<file path="config.mk">
export PLATFORM = sky130hd
export DESIGN_NAME = load_store_unit
export DESIGN_NICKNAME = d
export VERILOG_FILES = /design/src/rtl/load_store_unit.sv
export SDC_FILE = /design/constraint.sdc
export NUM_CORES = 1
export LEC_CHECK = 0
export CAP_MARGIN = 10
export CORE_ASPECT_RATIO = 1.4
export CORE_MARGIN = 2
export CORE_UTILIZATION = 46
export DETAILED_ROUTE_END_ITERATION = 10
export HOLD_SLACK_MARGIN = 0.15
export PLACE_DENSITY_LB_ADDON = 0.08
export SYNTH_ARGS = -nofsm -noshare
export SYNTH_HDL_FRONTEND = slang
export SYNTH_SLANG_ARGS = --single-unit
</file>
<file path="constraint.sdc">
create_clock -name clk -period 3.2 [get_ports clk]
set_input_delay 0.64 -clock clk [delete_from_list [all_inputs] [get_ports clk]]
set_output_delay 0.64 -clock clk [all_outputs]
set_load 0.02 [all_outputs]
</file>
<file path="src/rtl/load_store_unit.sv">
// Load/store unit between the MEM stage and a combinational-read, clocked-write data memory.
// Handles B/H/W/D loads with extension and sub-doubleword stores via read-modify-write.
module load_store_unit #(
  parameter int unsigned ADDR_WIDTH = 64,
  parameter int unsigned MEM_BYTES  = 64
) (
  input  logic                  clk,
  input  logic                  reset_n,
  input  logic                  req_valid,
  output logic                  req_ready,
  input  logic                  req_write,
  input  logic [1:0]            req_size,
  input  logic                  req_unsigned,
  input  logic [ADDR_WIDTH-1:0] req_addr,
  input  logic [63:0]           req_wdata,
  output logic                  resp_valid,
  input  logic                  resp_ready,
  output logic [63:0]           resp_rdata,
  output logic                  resp_err,
  output logic [ADDR_WIDTH-1:0] mem_addr,
  output logic [63:0]           mem_write_data,
  output logic                  mem_read,
  output logic                  mem_write,
  input  logic [63:0]           mem_read_data
);

  typedef enum logic [1:0] {StIdle, StRead, StWrite, StResp} state_e;

  state_e                state_q;
  logic                  write_q;
  logic [1:0]            size_q;
  logic                  unsigned_q;
  logic [2:0]            offset_q;
  logic [63:0]           wdata_q;
  logic [ADDR_WIDTH-1:0] mem_addr_q;
  logic [63:0]           mem_wdata_q;
  logic [63:0]           rdata_q;
  logic                  err_q;

  logic [3:0]            nbytes;
  logic [2:0]            align_mask;
  logic [ADDR_WIDTH:0]   end_addr;
  logic                  req_err;
  logic [5:0]            shamt;
  logic [63:0]           shifted;
  logic [63:0]           load_val;
  logic [63:0]           lane_mask;
  logic [63:0]           byte_mask;
  logic [63:0]           merged;

  // Request decode: alignment and range checks on the incoming address.
  always_comb begin
    nbytes     = 4'd1 << req_size;
    align_mask = 3'b000;
    unique case (req_size)
      2'd0: align_mask = 3'b000;
      2'd1: align_mask = 3'b001;
      2'd2: align_mask = 3'b011;
      2'd3: align_mask = 3'b111;
      default: align_mask = 3'b000;
    endcase
    // One extra bit so addresses near the top of the space cannot wrap into range.
    end_addr = {1'b0, req_addr} + (ADDR_WIDTH + 1)'(nbytes);
    req_err  = (|(req_addr[2:0] & align_mask)) ||
               (end_addr > (ADDR_WIDTH + 1)'(MEM_BYTES));
  end

  // Lane extraction for loads and byte merge for sub-doubleword stores.
  always_comb begin
    shamt     = {offset_q, 3'b000};
    shifted   = mem_read_data >> shamt;
    load_val  = 64'd0;
    lane_mask = 64'd0;
    unique case (size_q)
      2'd0: begin
        load_val  = unsigned_q ? {56'd0, shifted[7:0]} : {{56{shifted[7]}}, shifted[7:0]};
        lane_mask = 64'h0000_0000_0000_00FF;
      end
      2'd1: begin
        load_val  = unsigned_q ? {48'd0, shifted[15:0]} : {{48{shifted[15]}}, shifted[15:0]};
        lane_mask = 64'h0000_0000_0000_FFFF;
      end
      2'd2: begin
        load_val  = unsigned_q ? {32'd0, shifted[31:0]} : {{32{shifted[31]}}, shifted[31:0]};
        lane_mask = 64'h0000_0000_FFFF_FFFF;
      end
      2'd3: begin
        load_val  = shifted;
        lane_mask = 64'hFFFF_FFFF_FFFF_FFFF;
      end
      default: begin
        load_val  = 64'd0;
        lane_mask = 64'd0;
      end
    endcase
    byte_mask = lane_mask << shamt;
    merged    = (mem_read_data & ~byte_mask) | ((wdata_q << shamt) & byte_mask);
  end

  always_ff @(posedge clk or negedge reset_n) begin
    if (!reset_n) begin
      state_q     <= StIdle;
      write_q     <= 1'b0;
      size_q      <= 2'd0;
      unsigned_q  <= 1'b0;
      offset_q    <= 3'd0;
      wdata_q     <= 64'd0;
      mem_addr_q  <= '0;
      mem_wdata_q <= 64'd0;
      rdata_q     <= 64'd0;
      err_q       <= 1'b0;
    end else begin
      unique case (state_q)
        StIdle: begin
          if (req_valid) begin
            write_q    <= req_write;
            size_q     <= req_size;
            unsigned_q <= req_unsigned;
            offset_q   <= req_addr[2:0];
            wdata_q    <= req_wdata;
            if (req_err) begin
              rdata_q <= 64'd0;
              err_q   <= 1'b1;
              state_q <= StResp;
            end else begin
              err_q      <= 1'b0;
              mem_addr_q <= {req_addr[ADDR_WIDTH-1:3], 3'b000};
              if (req_write && req_size == 2'd3) begin
                mem_wdata_q <= req_wdata;
                state_q     <= StWrite;
              end else begin
                state_q <= StRead;
              end
            end
          end
        end
        StRead: begin
          if (write_q) begin
            mem_wdata_q <= merged;
            state_q     <= StWrite;
          end else begin
            rdata_q <= load_val;
            err_q   <= 1'b0;
            state_q <= StResp;
          end
        end
        StWrite: begin
          rdata_q <= 64'd0;
          err_q   <= 1'b0;
          state_q <= StResp;
        end
        StResp: begin
          if (resp_ready) begin
            state_q <= StIdle;
          end
        end
        default: state_q <= StIdle;
      endcase
    end
  end

  assign req_ready      = (state_q == StIdle);
  assign mem_read       = (state_q == StRead);
  assign mem_write      = (state_q == StWrite);
  assign resp_valid     = (state_q == StResp);
  assign resp_rdata     = rdata_q;
  assign resp_err       = err_q;
  assign mem_addr       = mem_addr_q;
  assign mem_write_data = mem_wdata_q;

endmodule

</file>
Word-level counts from Yosys, hierarchy flattened
Index checks and enable logic that the tools add are counted.
- register bits: 263
- input port bits: 200
- add/subtract/negate cells: 1
- magnitude comparators: 1
- equality and inequality tests: 16
- shift-type cells: 4
- multiplexer cells: 25
- bitwise logic cells: 6
- reductions and logical operators: 14
- operators by type and width (kind ; number):
    $mux W64 ; 10
    $pmux W64 S4 ; 2
    $pmux W64 S3 ; 1
    $and A64 B64 Y64 ; 2
    $pmux W64 S2 ; 1
    $shl A64 B6 Y64 ; 2
    $add A64 B4 Y65 ; 1
    $gt A65 B7 Y1 const B ; 1
    $not A64 Y64 ; 1
    $or A64 B64 Y64 ; 1
    $shr A64 B6 Y64 ; 1
    $eq A2 B2 Y1 const B ; 6
    $pmux W3 S4 ; 1
    $mux W2 ; 4
    $ne A2 B1 Y1 const B ; 4
    $pmux W2 S4 ; 1
    $eq A2 B1 Y1 const B ; 3
    $logic_not A2 Y1 ; 3
    $ne A2 B2 Y1 const B ; 3
    $reduce_and A3 Y1 ; 2
    $reduce_and A5 Y1 ; 1
    $mux W1 ; 4
    $reduce_and A2 Y1 ; 2
    $reduce_and A4 Y1 ; 1
    9 further kinds ; 9

Depth between registers and ports, before layout
Gate-level depths: netlist of run 1.
- depth in word-level cells: 8
- depth in mapped cells: 15

Least setup slack after synthesis of run 1
OpenSTA, ideal clock, no wires.
- path kind: input -> register
- from: input req_size[1]
- to: register rdata_q[17], in the netlist resp_rdata[17]
- setup time: 0.128 ns
- arrival time: 3.927 ns
- required time: 3.072 ns
- path slack: -0.855 ns
- stages: 13
- path buffers: 2
- cells stage by stage: nor2b_1 -> ha_1 -> o21ai_0 -> o21ba_2 -> or4_1 -> clkbuf_1 -> o21ai_1 -> nand3_1 -> a2111oi_0 -> nand4_1 -> o31ai_4 -> buf_4 -> mux2_1
- word-level cells in the longest chain between the ends: 7
- RTL lines (what ; RTL line ; RTL):
    from (decl) ; 12 ; input logic [1:0] req_size,
    branches (longest 4 deep; another with $add A64 B4 Y65) ; -- ;
    $logic_or A1 B1 Y1 (*) ; 64 ; req_err = (|(req_addr[2:0] & align_mask)) ||
    $ne A2 B1 Y1 (no line) (*) ; -- ;
    $reduce_and A4 Y1 (no line) (*) ; -- ;
    to (signal assigned) ; 142 ; rdata_q <= load_val;
    to (decl) ; 37 ; logic [63:0] rdata_q;
Mark *: on every way between the ends.
A chain may end at the register's enable or synchronous reset.

Worst setup path after layout of run 1
- from: input req_addr[3]
- to: register rdata_q[18], in the netlist resp_rdata[18]
- word-level cells in the longest chain between the ends: 5
- RTL lines (what ; RTL line ; RTL):
    from (decl) ; 14 ; input logic [ADDR_WIDTH-1:0] req_addr,
    $add A64 B4 Y65 ; 63 ; end_addr = {1'b0, req_addr} + (ADDR_WIDTH + 1)'(nbytes);
    $gt A65 B7 Y1 ; 65 ; (end_addr > (ADDR_WIDTH + 1)'(MEM_BYTES));
    $logic_or A1 B1 Y1 ; 64 ;
    $ne A2 B1 Y1 (no line) ; -- ;
    $reduce_and A4 Y1 (no line) ; -- ;
Every way passes these cells.

==> results.cfg, run 1 <==
[global_route]
grtUsageTotal_pct = 36.2
grtUsageMet2_pct = 60.9
met3_usage_pct = 8.39
grt_max_degree = 98
grt_busiest_layer = met2
grt_pass1_wl_mm = 100
first_global_vias = 16206
grt_use_met1_pct = 43.1
grt_antenna_before_repair = 12
grt_overflow_total = 0

[floorplan]
fp.dieArea_um2 = 36700
io_pins = 397
row_count = 81
initial_core_util_pct = 46.5
die_y_um = 226
fp.coreArea_um2 = 34800
die_x_um = 162

[cts]
root_buffer = clkbuf_16
clkSinkCount = 263
cts_tree = done
h-tree-depth = 1
clkTransAtPathRegs_ps = 70
cts_inserted_buffers = 28
cts.path.max_buffers = 3
clkLatencyLatePin_ps = 590

[critical_path]
crit_required_ps = 3660
endpoint_kind = flop
crit_buf_inv = 7
critical-path-top-delay-family = buffers and inverters
worstSetupStartpointType = primary input
path_max_fanout = 5
path_common_cell = buf_4
critPathKind = in -> reg
cpPeakStageDelay_ps = 350
path_cells = clkdlybuf4s15_2 > ha_4 > buf_6 > nand3_2 > a211o_1 > buf_6 > nor4_1 > xnor2_1 > o2111ai_2 > nor4_4 > buf_4 > nand4_1 > buf_4 > o31ai_4 > buf_4 > clkbuf_16 > mux2_4
worstPathArrival_ps = 4130
slowest_stage = a211o_1

[outcome]
failed_checks = setup timing
status = complete, but fails checks

[synth]
yosysSeqAreaShare_pct = 40.7
synth-seq-cells = 263
yosys.cell_types.count = 66
synth_edf_count = 0
synth_warnings = 0
ys.flop_type = dfrtp_1
synth.avg_cell_area_um2 = 9.81
netlist_area_um2 = 16200
async_flop_share_pct = 100
synth_cells = 1647

[sta]
min_period_ps = 3670
fin_setup_tns_ps = -70000
tightest_slew_ps = 796
final-setup-viol-count = 190
maxSlewHeadroom_pct = 46.4
slew_violations = 0
max_freq_mhz = 272
period_share_pct = 115
setup_slack_ps = -474
hold_viol_final = 0
rsz0062_at_grt = yes
hold_slack_ps = 486
clock_skew_ps = 30.2

[place]
dp_hpwl_mm = 50.6
gp_congestion = 1.01
placed_cells = 2588
numPortBuffers = 393

[power]
power_mw = 23.9
p_per_area_nw_per_um2 = 970
power.leakage_nw = 10.7
irDropWorstVdd_uv = 525

[final_layout]
register_area_um2 = 6590
final_util_pct = 70.8
final_nets = 2422
num-fill-cells = 2624
fin_cells = 2694
syn_to_final_growth_pct = 52.2
multi_input_area_um2 = 9690
final_layout_size_suffix_gt1_share_pct = 27.2

[route]
routed_wl_mm = 69.0
via_count = 16324
ant_nets = 0
first_pass_iters = 6
wire_per_inst_um = 25.6
first_iter_violations = 1610
remaining_drc_errors = 0
viasPerCell = 6.06

[run]
cap_violations = 0

[worst_hold_path]
hold_class = reg -> reg
[logic make-up (layout without fill, tap and decap cells)]
logic type | count (synthesis) | after routing | share of synthesized area, %
AO/OA/AOI/OAI | 391 | 391 | 15.8
XOR/XNOR | 12 | 12 | 0.650
adder cells (fa/ha/maj) | 9 | 9 | 0.743
buffers and inverters | 155 | 741 | 3.88
flip-flops | 263 | 263 | 40.7
multiplexers | 337 | 337 | 23.7
other | 1 | 6 | 0.0232
AND/OR/NAND/NOR | 479 | 479 | 14.4
[power by group]
part | switching [mW] | total (mW) | internal (mW)
registers | 1.21 | 5.81 | 4.60
logic | 7.45 | 14.5 | 7.09
clock network | 1.49 | 3.51 | 2.02
total | 10.1 | 23.9 | 13.7
[per-stage QoR]
stage	setup WS, ps	instance area, µm²
final	-474	24600
after global routing	-577	24600
after CTS	-457	24000
after detailed placement	-1750	22100
after global placement	-1770	22100
after floorplan	-771	16300
[worst register-to-register path: cells and delay by family, from the launching register on]
kind / cells / cell delay [ps]
AOI/OAI and AO/OA: 2 / 940
muxes: 4 / 670
DFF: 1 / 650
buffers and inverters: 1 / 360
[metal layers]
layer | wire (µm) | part of all wire [%] | vias up
li1 | - | - | 7215
met1 | 25400 | 37 | 7960
met2 | 33100 | 48 | 909
met3 | 6170 | 8.9 | 222
met4 | 4240 | 6.1 | 18
met5 | 114 | 0.17 | -
[state kept, by name, summed over array words and instances, names as in the netlist]
name	cells
mem_write_data	64
resp_rdata	64
wdata_q	64
mem_addr	61
offset_q	3
size_q	2
state_q	2
resp_err	1
unsigned_q	1
write_q	1
[synthesized netlist by cell type (6+ instances only)]
master | number | share of area [%]
ha_1 | 8 | 0.62
mux4_2 | 18 | 2.5
and4_1 | 9 | 0.49
buf_2 | 6 | 0.19
a211oi_1 | 13 | 0.60
o221ai_1 | 7 | 0.38
nor3_1 | 21 | 0.65
o21ai_0 | 130 | 4.0
dfrtp_1 | 263 | 41
o22a_1 | 9 | 0.49
or4_1 | 8 | 0.37
mux2_2 | 176 | 12
buf_1 | 18 | 0.42
nand4_1 | 39 | 1.5
and3_1 | 6 | 0.23
or3_1 | 11 | 0.43
clkbuf_1 | 87 | 2.0
a31oi_1 | 10 | 0.39
mux2i_1 | 135 | 8.4
buf_4 | 10 | 0.46
nor2_1 | 116 | 2.7
o21ba_2 | 6 | 0.37
nand3_1 | 29 | 0.90
nor4_1 | 11 | 0.43
nand2_1 | 144 | 3.3
inv_1 | 33 | 0.77
and2_1 | 64 | 2.5
o22ai_1 | 9 | 0.35
a32o_1 | 47 | 2.9
a21oi_1 | 92 | 2.8
xnor2_1 | 7 | 0.38
o211ai_1 | 12 | 0.56
o21a_1 | 6 | 0.28
mux2_1 | 8 | 0.56
o31ai_1 | 10 | 0.46
[cells in the final DEF (no fill, tap or decap), drive strengths merged, types with 10 or more instances in the layout]
| master | count |
|---|---|
| or3 | 11 |
| o31ai | 11 |
| nor4 | 12 |
| o211ai | 12 |
| and2 | 64 |
| a31oi | 10 |
| mux2 | 184 |
| mux4 | 18 |
| nand4 | 39 |
| a21oi | 92 |
| o21ai | 132 |
| dlygate4sd2 | 21 |
| clkdlybuf4s50 | 353 |
| a211oi | 13 |
| nor2 | 116 |
| dfrtp | 263 |
| buf | 255 |
| nand2 | 144 |
| nor3 | 21 |
| a32o | 47 |
| mux2i | 135 |
| inv | 37 |
| clkbuf | 46 |
| nand3 | 29 |
[area by class of cell]
type	count	area share, %
Antenna cell	3	0.0305
Clock buffer	36	3.21
Clock inverter	16	0.890
Inverter	34	0.519
Multi-Input combinational cell	1231	39.4
Sequential cell	263	26.8
Tap cell	456	2.32
Timing Repair Buffer	655	26.9
[final timing paths]
path / cells past startpoint / slack, ps / from / endpoint
setup / recovery: 17 / -470 / req_addr[3] / resp_rdata[18]
hold / removal: 1 / 490 / mem_addr[42] / mem_addr[42]
setup reg to reg: 7 / 560 / offset_q[0] / mem_write_data[51]
hold reg to reg: 1 / 490 / mem_addr[42] / mem_addr[42]
max in group asynchronous: 3 / 1760 / reset_n / offset_q[1]
min in group asynchronous: 2 / 640 / reset_n / resp_rdata[30]
[what timing repair did]
item                                   4_1_cts  5_1_grt
hold buffers                                 1        0
resized for setup                          167       69
endpoints found under the hold margin       74        0
cloned                                      10       13
buffers inserted                            16       13
pin swaps                                   25       31
setup endpoints to repair                  192      191
(Power assumes the default switching activity.)
==> inputs of run 2 (changes only) <==
--- a/config.mk
+++ b/config.mk
@@ -5,10 +5,11 @@
 export SDC_FILE = /design/constraint.sdc
 export NUM_CORES = 1
 export LEC_CHECK = 0
+export ABC_AREA = 1
 export CAP_MARGIN = 10
 export CORE_ASPECT_RATIO = 1.4
 export CORE_MARGIN = 2
-export CORE_UTILIZATION = 46
+export CORE_UTILIZATION = 47
 export DETAILED_ROUTE_END_ITERATION = 10
 export HOLD_SLACK_MARGIN = 0.15
 export PLACE_DENSITY_LB_ADDON = 0.08
==> results.cfg, run 2 <==
[sta]
tightest_slew_ps = 987
period_share_pct = 102
clock_skew_ps = 19.2
setup_slack_ps = -78.8
slew_violations = 0
maxSlewHeadroom_pct = 33.5
final-setup-viol-count = 54
max_freq_mhz = 305
rsz0062_at_grt = yes
hold_viol_final = 0
min_period_ps = 3280

[global_route]
grtUsageTotal_pct = 39.8
grt_antenna_before_repair = 4
first_global_vias = 20906
grt_overflow_total = 0
grt_max_degree = 124
grt_pass1_wl_mm = 119

[synth]
synth_edf_count = 0
synth.most_common_cell = nand2_1
netlist_area_um2 = 17600
synth_common_cells = 841 x nand2_1, 314 x nor2_1, 298 x o21ai_0, 296 x inv_1, 263 x dfrtp_1
async_flop_share_pct = 100
synth_warnings = 0
synth_top_area_share_pct = 37.3
yosys.area.top_type = dfrtp_1
synth_cells = 2681
synth-seq-cells = 263
yosysSeqAreaShare_pct = 37.3
ys.flop_type = dfrtp_1
synthTopCellsByArea = dfrtp_1 37%, nand2_1 18%, o21ai_0 8.5%, nor2_1 6.7%, inv_1 6.3%
yosys.cell_types.count = 56
synth.avg_cell_area_um2 = 6.58

[final_layout]
final_common_cell = nand2_1
final_nets = 3494
final_area_um2 = 26200
final_layout_size_suffix_gt1_share_pct = 19.7
mostFrequentLayoutCells = 752 x nand2_1, 360 x clkdlybuf4s50_1, 293 x inv_1, 291 x o21ai_0, 271 x buf_4
syn_to_final_growth_pct = 48.8

[power]
power_frac_comb_pct = 64.3
p_per_area_nw_per_um2 = 911
p_sw_mw = 11.9
irDropWorstVdd_uv = 1250
power.leakage_nw = 13.1
p_int_mw = 12.0
p_clk_share_pct = 13.5
power_mw = 23.9
seqPwrFrac_pct = 22.2
swShare_pct = 50.0

[cts]
root_buffer = clkbuf_16
clkLatencyLatePin_ps = 570
cts_inserted_buffers = 26
h-tree-depth = 1
cts_tree = done
clkTransAtPathRegs_ps = 70
clkSinkCount = 263
cts.path.max_buffers = 3

[outcome]
status = complete, but fails checks
failed_checks = setup timing

[place]
placed_area_um2 = 23700
numPortBuffers = 393
gp_congestion = 1.02
dp_slack_ps = -1100
dp_hpwl_mm = 60.9

[floorplan]
die_x_um = 168
fp.dieArea_um2 = 39100
die_y_um = 233
initial_core_util_pct = 47.8
fp.coreArea_um2 = 36900
io_pins = 397
row_count = 83

[critical_path]
cpPeakStageDelay_ps = 270
timing.rr.start = state_q[0]
worstPathArrival_ps = 3720
path_max_fanout = 6
worstSetupStartpointType = primary input
slowest_stage = ha_4
crit_required_ps = 3640
critPathKind = in -> reg
endpoint_kind = flop
startpoint = req_size[1]
path_common_cell = nand2_1

[route]
remaining_drc_errors = 0
routed_wl_mm = 83.9
first_pass_iters = 6
wire_per_inst_um = 22.2
viasPerCell = 5.77
ant_nets = 0
via_count = 21777
first_iter_violations = 2488

[worst_hold_path]
hold_class = reg -> reg
worstHoldStart = mem_addr[32]

[run]
cap_violations = 0
## run 2: final timing paths
path	endpoint	slack, ps	cells after the start
min reg2reg	mem_addr[32]	470	2
min in group asynchronous	mem_addr[49]	580	2
min	mem_addr[32]	470	2
max reg2reg	mem_write_data[50]	370	7
max	mem_write_data[52]	-80	26
max in group asynchronous	mem_write_data[16]	1580	3
## run 2: kinds of logic after synthesis
| logic type | after synthesis | synth area share, % |
|---|---|---|
| AND/OR/NAND/NOR | 1421 | 33.7 |
| adder cells (fa/ha/maj) | 9 | 0.681 |
| other | 1 | 0.0213 |
| multiplexers | 11 | 0.625 |
| buffers and inverters | 454 | 10.9 |
| XOR/XNOR | 17 | 0.845 |
| flip-flops | 263 | 37.3 |
| AO/OA/AOI/OAI | 505 | 16.0 |
## run 2: per-layer routing
| layer | GRT usage [%] | wire (µm) | vias up | part of all wire [%] |
|---|---|---|---|---|
| li1 | - | - | 9775 | - |
| met1 | 44.5 | 28100 | 10098 | 33 |
| met2 | 70.5 | 40700 | 1460 | 49 |
| met3 | 6.56 | 7680 | 444 | 9.2 |
| met4 | 25.5 | 7440 | 0 | 8.9 |
| met5 | 0 | 0 | - | 0 |
## run 2: worst max-delay path: cells and delay by family
kind | cells | cell delay, ps
simple gates | 18 | 1860
buf+inv | 6 | 780
fa+ha+maj | 1 | 270
xor+xnor | 1 | 160
## run 2: timing repair
action	4_1_cts	5_1_grt
endpoints found under the setup margin	192	191
buffers inserted	15	10
hold endpoints to repair	45	0
cloned	8	18
pin swaps	27	59
gates resized for setup	112	194
hold buffers	1	0
## run 2: power groups by stage
stage	logic, mW	clock network [mW]	registers (mW)
detailed placement	12.9	0	5.19
global placement	12.7	0	5.17
floorplan	7.08	0	5.61
finish	15.4	3.22	5.30
global route	16.2	3.34	5.36
CTS	13.6	3.20	5.16
## run 2: area by class of cell
class,count,area [µm²]
timing repair buffer,715,6990
antenna,4,10.0
timing repair inverter,2,31.3
multi-input combinational,1967,9950
inverter,310,1190
tap,467,584
fill,2945,10600
clock buffer,35,746
clock inverter,12,134
sequential,263,6590
## run 2: metrics by stage
stage          util [%]  instances  hold WS, ps  setup TNS, ps
6_report           71.1       3775          467          -1520
5_1_grt            71.1       3775          487         -15470
4_1_cts            68.3       3745          469              0
3_5_place_dp       64.3       3674          452        -195950
3_3_place_gp       64.3       3674          448        -178700
2_1_floorplan         -       2683          344              0
